## src/rtl/priority_encoder_q_pkg.sv

```systemverilog
// Shared constants and FSM state type for the queued 4-to-2 priority encoder.
package priority_encoder_q_pkg;

    localparam int CODE_W = 2;
    localparam int LINES  = 4;

    typedef enum logic {
        EMPTY   = 1'b0,
        PRESENT = 1'b1
    } state_t;

endpackage

```

## src/rtl/priority_encoder_q_select.sv

```systemverilog
// Combinational pick of the first set bit in vec, searching upward from start with wrap.
module pq_select
    import priority_encoder_q_pkg::*;
(
    input  logic [LINES-1:0]  vec,
    input  logic [CODE_W-1:0] start,
    output logic [CODE_W-1:0] idx,
    output logic              found
);

    logic [CODE_W-1:0] pos;

    // Walk from the farthest position back to start so the nearest hit wins.
    always_comb begin
        idx   = '0;
        found = 1'b0;
        pos   = '0;
        for (int k = LINES - 1; k >= 0; k--) begin
            pos = start + k[CODE_W-1:0];
            if (vec[pos]) begin
                idx   = pos;
                found = 1'b1;
            end
        end
    end

endmodule

```

## src/rtl/priority_encoder_q.sv

```systemverilog
// Sequential 4-to-2 encoder with pending register and valid/ready output.
// Define PRIORITY_ENCODER_Q_RR_EN for round-robin priority instead of d0-first.
module priority_encoder_q
    import priority_encoder_q_pkg::*;
(
    input  logic clk,
    input  logic rst_n,
    input  logic d0,
    input  logic d1,
    input  logic d2,
    input  logic d3,
    input  logic ready,
    output logic s0,
    output logic s1,
    output logic valid,
    output logic drop,
    output logic idle
);

    state_t            state;
    logic [LINES-1:0]  pending;
    logic [CODE_W-1:0] code;
    logic              drop_q;

    logic [LINES-1:0]  req;
    logic [LINES-1:0]  merged;
    logic [LINES-1:0]  sel_mask;
    logic [CODE_W-1:0] start;
    logic [CODE_W-1:0] idx;
    logic              found;
    logic              load;

    assign req    = {d3, d2, d1, d0};
    assign merged = pending | req;
    assign load   = (state == EMPTY) || ready;

`ifdef PRIORITY_ENCODER_Q_RR_EN
    logic [CODE_W-1:0] last;

    assign start = last + 2'd1;

    always_ff @(posedge clk) begin
        if (!rst_n) begin
            last <= 2'd3;
        end else if (load && found) begin
            last <= idx;
        end
    end
`else
    assign start = '0;
`endif

    pq_select u_select (
        .vec   (merged),
        .start (start),
        .idx   (idx),
        .found (found)
    );

    // Only the line leaving pending at this edge is exempt from duplicate detection.
    assign sel_mask = (load && found) ? (4'b0001 << idx) : 4'b0000;

    always_ff @(posedge clk) begin
        if (!rst_n) begin
            state   <= EMPTY;
            pending <= '0;
            code    <= '0;
            drop_q  <= 1'b0;
        end else begin
            drop_q <= |(req & pending & ~sel_mask);
            if (load) begin
                if (found) begin
                    state   <= PRESENT;
                    code    <= idx;
                    pending <= merged & ~sel_mask;
                end else begin
                    state   <= EMPTY;
                    pending <= '0;
                end
            end else begin
                pending <= merged;
            end
        end
    end

    assign s0    = code[0];
    assign s1    = code[1];
    assign valid = (state == PRESENT);
    assign drop  = drop_q;
    assign idle  = (pending == '0) && (state == EMPTY);

endmodule

```

## config.mk

```make
export PLATFORM = sky130hd
export DESIGN_NAME = priority_encoder_q
export DESIGN_NICKNAME = d
export VERILOG_FILES = /design/src/rtl/priority_encoder_q_pkg.sv /design/src/rtl/priority_encoder_q_select.sv /design/src/rtl/priority_encoder_q.sv
export SDC_FILE = /design/constraint.sdc
export NUM_CORES = 1
export LEC_CHECK = 0
export ABC_CLOCK_PERIOD_IN_PS = 2300
export BUFFER_PORTS_ARGS = -buffer_cell sky130_fd_sc_hd__buf_4
export CORE_AREA = 8 8 45 47
export DETAILED_ROUTE_END_ITERATION = 10
export DIE_AREA = 0 0 53 55
export MAX_ROUTING_LAYER = met4
export PLACE_DENSITY = 0.54
export SYNTH_ARGS = -nofsm -noshare
export SYNTH_HDL_FRONTEND = slang
export SYNTH_SLANG_ARGS = --single-unit
```

## constraint.sdc

```tcl
create_clock -name clk -period 2.3 [get_ports clk]
set_input_delay 0.23 -clock clk [delete_from_list [all_inputs] [get_ports clk]]
set_output_delay 0.23 -clock clk [all_outputs]
set_load 0.01 [all_outputs]
```

Word level (Yosys, flattened, before mapping)
Cells that the tools add are included.
- register bits after elaboration: 8
- latch bits: 0
- bits in writable memories: 0
- memory bits (read-only): 0
- input port bits: 7
- output and inout port bits: 5
- word-level logic and storage cells: 29
- memories kept: 0
- $add $sub $neg: 0
- $mul: 0
- div/mod/pow operators: 0
- magnitude comparators: 0
- equal/unequal tests: 0
- shift operators: 1
- multiplexer cells: 12
- bitwise logic cells: 6
- reduce and logical (&&, ||, !) cells: 6
- operator list (operator ; count):
    $and A4 B4 Y4 ; 3
    $mux W4 ; 3
    $mux W2 ; 4
    $mux W1 ; 5
    $logic_not A4 Y1 ; 1
    $not A4 Y4 ; 1
    $or A4 B4 Y4 ; 1
    $reduce_or A4 Y1 ; 1
    $shl A1 B2 Y4 const A ; 1
    $logic_and A1 B1 Y1 ; 2
    $reduce_and A2 Y1 ; 1
    $logic_or A1 B1 Y1 ; 1
    $not A1 Y1 ; 1

Longest topological paths before layout
- depth in word-level cells: 11
- mapped depth: 4
- gate-level depth less buffers: 3

By module
From an unflattened synthesis, not the netlist that was laid out.
- cell total of the unflattened synthesis: 60
- area total of the unflattened synthesis: 473.0 µm²
- by module, submodules not included (module ; instances ; cells an instance ; area an instance (µm²) ; seq. area each (µm²)):
    priority_encoder_q ; 1 ; 47 ; 395.4 ; 160.2
    pq_select ; 1 ; 13 ; 77.6 ; 0.0

Least setup slack after synthesis
OpenSTA, ideal clock, no wires.
- path type: register to output
- start: reg pending[1]
- end: out idle
- arrival time: 1.019 ns
- required time: 2.070 ns
- path slack: 1.051 ns
- cell stages (with the launch flop): 3
- path buffers: 0
- cell sequence: dfxtp_1 -> or4_1 -> nor2_1
- longest elaborated chain between the ends: 2
- RTL lines (what ; RTL line ; source):
    start, declared ; priority_encoder_q.sv:21 ; logic [LINES-1:0] pending;
    start signal, assigned ; priority_encoder_q.sv:75 ; pending <= merged & ~sel_mask;
    start signal, assigned ; priority_encoder_q.sv:81 ; pending <= merged;
    $logic_not A4 Y1 ; priority_encoder_q.sv:90 ; assign idle = (pending == '0) && (state == EMPTY);
    $logic_and A1 B1 Y1 ; priority_encoder_q.sv:90 ;
    end, declared ; priority_encoder_q.sv:17 ; output logic idle
No other way between the ends.

Worst setup path after layout
Ends and elaborated chain as after synthesis.

==> results_dict.tcl <==
set metrics [dict create \
    run_status "finished clean" \
    grt_pass1_wl_um 1570 \
    grt_max_degree 9 \
    hpwlAfterDp_um 695 \
    ff2ff_path_depth 3 \
    totalPowerFinal_uw 322 \
    setup-tns-final_ns 0 \
    ctsHoldBuffers 0 \
    hp-start "rst_n" \
    netlist_area_um2 358 \
    area_growth_pct 33.6 \
    drcViolationCount 0 \
    num-fill-cells 155 \
    fin_crit_ns 1.62 \
    initial_core_util_pct 25.9 \
    clk_pin_slew_worst_paths_ns 0.06 \
    cap_violations 0 \
    cts_resized 0 \
    die_y_um 55 \
    p_per_area_mw_per_mm2 675 \
    cts_buffers 3 \
    cp_max_fo 5 \
    ant_nets 0 \
    htreeDepth 1 \
    drtIter0Drc 16 \
    synth_cells 41 \
    place_congestion 0.748 \
    criticalPathCategory "reg -> out" \
    coreArea_mm2 0.00138 \
    dr.pass1.iters 4 \
    hold_viol 0 \
    num_vias 362 \
    routed_wl_um 908 \
    antenna_found_initial 0 \
    finClkSkew_ns 0.00252 \
    cellLeakagePower_nw 0.196 \
    first_global_vias 359 \
    grt.total_usage_pct 7.61 \
    ios 12 \
    r2r_setup_slack_ns 0.96 \
    synth_top_area_share_pct 44.8 \
    rsz0062_at_grt "no" \
    fmax_ghz 0.618 \
    endpoint_kind "primary output" \
    worst_pin_slew_ns 0.486 \
    cts_setup_buffers 0 \
    vias_per_cell 5.17 \
    dpl_worst_slack_ns 0.951 \
    synth_seq_cells 8 \
    critPathLaunchType "flop" \
    hold_end "pending[3]" \
    post-route-period-util_pct 70.3 \
    layout_setup_ws_ns 0.683 \
    ys_seq_area_share_pct 44.8 \
    slew_headroom_pct 67.3 \
    ir_drop_v 0.000217 \
    reg2reg_from "pending[1]" \
    slew_viol_final 0 \
    dieWidth_um 53 \
    synth_area_leaders "dfxtp_1, nand2_1, nor4_4" \
    crit_arrival_ns 1.39 \
    final_cells 70 \
    cts_buffer_depth 2 \
    synth.net_count 48 \
    r2r-end "drop" \
    cp.required_ns 2.07 \
    cts_tree "built" \
    diodes 0 \
    cts.sinks 8 \
    setup_viol 0 \
    die_area_mm2 0.00292 \
    root_buffer "clkbuf_4" \
    avgSynthCellArea_um2 8.73 \
    avgRoutedWirePerCell_um 13.0 \
    hold_path_depth 3 \
    rows 14 \
    port_buffers 11 \
    ys_types 21 \
    placed_cells 67 \
    grt.overflow.total 0 \
    nNetsFinal 63 \
    clk_latency_ns 0.25 \
    yosysWarnings 0 \
    drive_gt1_share_pct 31.5 \
    yosys.area.top_type "dfxtp_1" \
    hold_class "in -> reg" \
]
==> logic make-up after synthesis <==
family,synth area share [%]
AND/OR/NAND/NOR,28.3
AO/OA/AOI/OAI,24.5
buffers and inverters,2.45
flip-flops,44.8
==> cell usage in the layout (no fill, tap or decap), drive strengths merged <==
master	n
a211oi	2
a21oi	3
a22oi	1
a31oi	2
buf	11
clkbuf	3
dfxtp	8
inv	1
nand2	6
nand2b	1
nand3	1
nor2	4
nor2b	1
nor3	1
nor4	2
o21ai	1
o221a	1
o22ai	2
o31a	1
or2	1
or4	1
==> cell type report <==
type                            instances  area, um2  area share [%]
Tap cell                               16       20.0            4.19
Multi-Input combinational cell         31        189            39.5
Sequential cell                         8        160            33.5
Inverter                                1       3.75           0.785
Timing Repair Buffer                   11       82.6            17.3
Clock buffer                            3       22.5            4.71
==> cell usage after synthesis, drive strengths merged <==
master	number
nand2	6
nor4	2
nor3	1
inv	1
buf	1
o221a	1
o31a	1
nor2	4
or2	1
a31oi	2
nor2b	1
o22ai	2
a22oi	1
nand3	1
dfxtp	8
o21ai	1
or4	1
nand2b	1
a21oi	3
a211oi	2
==> critical path: stages (launching register included) <==
cell	delay, ns
dfxtp_1	0.36
or4_1	0.53
nor2_1	0.11
buf_4	0.13
==> report_power, final <==
| part | switching, mW | leakage (nW) | total (mW) | internal [mW] |
|---|---|---|---|---|
| Clock | 0.0488 | 0.0138 | 0.109 | 0.0598 |
| Sequential | 0.00809 | 0.0663 | 0.156 | 0.148 |
| Combinational | 0.0284 | 0.116 | 0.0575 | 0.0290 |
| Total | 0.0853 | 0.196 | 0.322 | 0.237 |
==> state kept, by name (all words and copies together), names as in the netlist <==
name / flops
pending: 4
code: 2
drop: 1
valid: 1
==> routing by layer <==
metal	vias to the layer above	track usage, %	wire (um)
met5	-	-	0
met4	0	7.76	31
met1	165	9.16	445
li1	180	-	-
met2	13	8.59	338
met3	4	3.48	92
==> metrics by stage <==
| step | util, % | instance area, um2 | hold WS, ns |
|---|---|---|---|
| after floorplan | - | 358 | 0.346 |
| after global placement | 32.9 | 455 | 0.466 |
| after detailed placement | 32.9 | 455 | 0.479 |
| after CTS | 34.5 | 478 | 0.249 |
| after global routing | 34.5 | 478 | 0.250 |
| final | 34.5 | 478 | 0.257 |
==> worst max-delay path by stage <==
| stage | start | to | slack [ns] | cells past startpoint |
|---|---|---|---|---|
| after global placement | pending[1] | idle | 0.96 | 3 |
| after floorplan | pending[1] | idle | 1.05 | 2 |
| after CTS | pending[1] | idle | 0.68 | 3 |
| after detailed placement | d1 | drop | 0.95 | 4 |
| final | pending[1] | idle | 0.68 | 3 |
| after global routing | pending[1] | idle | 0.62 | 3 |
Note: power is estimated with default switching activity, not from simulation.
